## config.mk

```make
export PLATFORM = sky130hd
export DESIGN_NAME = regfile
export DESIGN_NICKNAME = d
export VERILOG_FILES = /design/src/rtl/regfile_pkg.sv /design/src/rtl/regfile.sv
export SDC_FILE = /design/constraint.sdc
export NUM_CORES = 2
export LEC_CHECK = 0
export BUFFER_PORTS_ARGS = -buffer_cell sky130_fd_sc_hd__buf_2
export CAP_MARGIN = 20
export CORE_MARGIN = 4
export CORE_UTILIZATION = 25
export DETAILED_ROUTE_END_ITERATION = 10
export GPL_ROUTABILITY_DRIVEN = 0
export PLACE_DENSITY_LB_ADDON = 0.2
export SYNTH_ARGS = -nofsm -noshare
export SYNTH_HDL_FRONTEND = slang
export SYNTH_SLANG_ARGS = --single-unit
```

## constraint.sdc

```tcl
create_clock -name clk -period 3.8 [get_ports clk]
set_input_delay 0.38 -clock clk [delete_from_list [all_inputs] [get_ports clk]]
set_output_delay 0.38 -clock clk [all_outputs]
set_load 0.03 [all_outputs]
```

## src/rtl/regfile_pkg.sv

```systemverilog
// Shared widths and constants for the MIPS pipeline register file.
// Every value here mirrors the pipeline's shared defines.
package regfile_pkg;
  localparam int RegBus     = 32;
  localparam int RegAddrBus = 5;
  localparam int RegNum     = 32;
  localparam int RegNumLog2 = 5;

  localparam logic [RegBus-1:0]     ZeroWord    = '0;
  localparam logic [RegAddrBus-1:0] NOPRegAddr  = '0;
  localparam logic                  RstEnable   = 1'b1;
  localparam logic                  WriteEnable = 1'b1;
  localparam logic                  ReadEnable  = 1'b1;

  typedef logic [RegBus-1:0]     reg_word_t;
  typedef logic [RegNumLog2-1:0] reg_addr_t;
endpackage

```

## src/rtl/regfile.sv

```systemverilog
// 32 x 32-bit GPR file: one synchronous write port (MEM/WB), two combinational
// read ports (ID) with same-cycle write-to-read bypass. $zero always reads 0.
module regfile
  import regfile_pkg::*;
(
  input  logic                  clk,
  input  logic                  rst,
  input  logic                  we,
  input  logic [RegAddrBus-1:0] waddr,
  input  logic [RegBus-1:0]     wdata,
  input  logic                  re1,
  input  logic [RegAddrBus-1:0] raddr1,
  output logic [RegBus-1:0]     rdata1,
  input  logic                  re2,
  input  logic [RegAddrBus-1:0] raddr2,
  output logic [RegBus-1:0]     rdata2
);

  reg_word_t regs [0:RegNum-1];

  // Reset takes priority over the write port; entry 0 is never written.
  always_ff @(posedge clk) begin
    if (rst == RstEnable) begin
      for (int i = 0; i < RegNum; i++) begin
        regs[i] <= ZeroWord;
      end
    end else if ((we == WriteEnable) && (waddr != NOPRegAddr)) begin
      regs[waddr] <= wdata;
    end
  end

  always_comb begin
    rdata1 = ZeroWord;
    if (rst == RstEnable) begin
      rdata1 = ZeroWord;
    end else if (raddr1 == NOPRegAddr) begin
      rdata1 = ZeroWord;
    end else if ((re1 == ReadEnable) && (we == WriteEnable) && (raddr1 == waddr)) begin
      rdata1 = wdata;
    end else if (re1 == ReadEnable) begin
      rdata1 = regs[raddr1];
    end
  end

  always_comb begin
    rdata2 = ZeroWord;
    if (rst == RstEnable) begin
      rdata2 = ZeroWord;
    end else if (raddr2 == NOPRegAddr) begin
      rdata2 = ZeroWord;
    end else if ((re2 == ReadEnable) && (we == WriteEnable) && (raddr2 == waddr)) begin
      rdata2 = wdata;
    end else if (re2 == ReadEnable) begin
      rdata2 = regs[raddr2];
    end
  end

endmodule

```

==> impl_metrics.env <==
export IMPL_outcome="complete, no violations"
export IMPL_hp_class="in -> reg"
export IMPL_post_cts_setup_buffers=0
export IMPL_cp_max_fo=2
export IMPL_powerDensity_nw_per_um2=446.1
export IMPL_ir_worst_vdd_uv=381.1
export IMPL_setup_viol=0
export IMPL_p_leak_nw=22.45
export IMPL_yosysTopAreaCell="edfxtp_1"
export IMPL_yosysSeqAreaShare=0.5531
export IMPL_path_clk_slew_ns=0.06
export IMPL_grt_util_all_layers=0.1890
export IMPL_dp_cells=6638
export IMPL_slew_violations=0
export IMPL_yosysWarnings=0
export IMPL_holdBufCountCts=0
export IMPL_yosysUniqueCellTypes=43
export IMPL_required_ns=3.42
export IMPL_cts_max_level=3
export IMPL_crit_arrival_ns=3.00
export IMPL_setup_tns_ns=0
export IMPL_antenna_found_initial=32
export IMPL_ios=116
export IMPL_rsz0062_at_grt="false"
export IMPL_drive_gt1_frac=0.2721
export IMPL_io_buffers=115
export IMPL_fin_ws_ns=0.4193
export IMPL_synth_top_cell_area_share=0.5531
export IMPL_grt_overflow_total=0
export IMPL_hold_violations=0
export IMPL_instances_no_fill=6883
export IMPL_rows=172
export IMPL_die_w_um=479.6
export IMPL_start_util=0.2523
export IMPL_cts_max_path_buffers=3
export IMPL_cts_buffers=121
export IMPL_worst_hold_path_num_cells=2
export IMPL_synth_main_ff_cell="edfxtp_1"
export IMPL_end_kind="output port"
export IMPL_cts_resized=0
export IMPL_first_iter_violations=3792
export IMPL_vias=34610
export IMPL_synth_avg_cell_area_um2=14.83
export IMPL_start_kind="flip-flop"
export IMPL_place_ws_ns=0.3913
export IMPL_first_global_vias=35860
export IMPL_critical_path_class="reg -> out"
export IMPL_core_area_um2=220400
export IMPL_fin_nets=3855
export IMPL_largest_reg_flops=1024
export IMPL_ys_ff_latch=1024
export IMPL_ant_nets=0
export IMPL_fin_crit_sh=0.8897
export IMPL_cts_tree="built"
export IMPL_tightest_slew_ns=0.8978
export IMPL_drc=0
export IMPL_synthTopCellsByArea="edfxtp_1 (55%), mux4_2 (18%), and2_1 (11%)"
export IMPL_final_area_um2=64920
export IMPL_viasPerCell=5.029
export IMPL_max_freq_mhz=295.8
export IMPL_dieArea_um2=230000
export IMPL_grt_max_degree=51
export IMPL_synth_edff_count=1024
export IMPL_die_y_um=479.6
export IMPL_synthArstFlopShare=0
export IMPL_top_register="regs"
export IMPL_wire_per_inst_um=32.01
export IMPL_hp_start="wdata[11]"
export IMPL_area_growth_pct=16.77
export IMPL_wirelength_mm=220.3
export IMPL_hpwlAfterDp_mm=130.5
export IMPL_dpl_instance_area_um2=60850
export IMPL_min_period_ns=3.381
export IMPL_grt_pass1_wl_mm=304.6
export IMPL_top_regs="regs: 1024 flops"
export IMPL_holdPathEnd="regs[21][11]$_SDFFCE_PN0P_"
export IMPL_drv_cap=0
export IMPL_syn_cell_area_um2=55600
export IMPL_dr_pass1_iters=5
export IMPL_slew_headroom=0.4015
export IMPL_cts_sinks=1024
export IMPL_syn_inst=3748
export IMPL_cts_root_buf="clkbuf_16"
-- layout make-up --
type | count | area, µm²
fillers | 21940 | 155500
flip-flops and latches | 1024 | 30750
multi-input cells | 2352 | 23530
well taps | 2958 | 3701
clock buffers | 146 | 3164
repair buffers | 302 | 2867
clock inverters | 85 | 868.3
diodes | 14 | 35.03
inverters | 2 | 7.507
-- per-stage QoR --
step	power, W	hold slack, ns	utilization
2_1_floorplan	0.01565	0.5782	-
3_3_place_gp	0.01718	1.037	0.2761
3_5_place_dp	0.01718	1.039	0.2761
4_1_cts	0.02926	0.1712	0.2944
5_1_grt	0.02994	0.2296	0.2945
6_report	0.02896	0.2379	0.2946
-- cell families (layout without fill, tap and decap cells) --
group                  Yosys count  count (layout)  share of synthesized area
AND/OR/NAND/NOR               1283            1283                     0.1359
flip-flops                    1024            1024                     0.5531
multiplexers                   800             800                     0.2465
buffers and inverters          403             535                    0.03072
AO/OA/AOI/OAI                  227             227                    0.03214
XOR/XNOR                        10              10                   0.001575
other                            1              46                 0.00006745
-- metal layers --
layer | wire, µm | vias to the layer above | track usage
met3 | 12260 | 259 | 0.02566
met2 | 108100 | 1215 | 0.3197
met1 | 94620 | 18650 | 0.2556
met4 | 5320 | 2 | 0.04799
met5 | 7 | - | 0
li1 | - | 14490 | -
-- synth_stat cells (all sizes together), types with 4 or more instances --
library cell	count
or2	32
xor2	5
and2	993
xnor2	5
buf	121
mux4	449
nand3	66
nand2b	5
a21oi	33
o211ai	32
mux2i	286
nand2	101
nand3b	4
a21o	31
o221ai	124
edfxtp	1024
mux2	65
nor2	69
clkbuf	280
-- how the worst max path moves through the flow --
stage	start	cells after the start	slack, ns	endpoint
6_report	regs[31][4]$_SDFFCE_PN0P_	5	0.42	rdata2[4]
5_1_grt	raddr1[0]	8	0.33	rdata1[6]
3_5_place_dp	raddr2[0]	9	0.39	rdata2[19]
4_1_cts	raddr2[0]	9	0.39	rdata2[19]
2_1_floorplan	raddr2[1]	7	1.24	rdata2[10]
3_3_place_gp	raddr2[0]	9	0.40	rdata2[19]
-- critical path, cell delays in order, from the launching register on --
cell and delay, ns:
edfxtp_1 0.38, mux4_2 0.48, mux2_2 0.27, a21oi_1 0.47, o221ai_1 0.34, buf_2 0.26
-- cell usage in the layout (no fill, tap or decap), types with 34 or more instances in the layout --
master     count
edfxtp_1    1024
and2_1       992
mux4_2       449
mux2i_1      286
o221ai_1     124
clkbuf_16    123
buf_4        123
buf_2        106
nand2_1      100
nand3_1       66
mux2_2        65
buf_12        65
nor2_1        38
clkinv_1      34
-- where the power goes --
group | switching [W] | leakage (nW) | internal [W]
logic | 0.00209 | 10.8 | 0.00146
registers | 0.000320 | 9.75 | 0.0131
clock network | 0.00509 | 1.95 | 0.00694
Note: power is estimated with default switching activity, not from simulation.
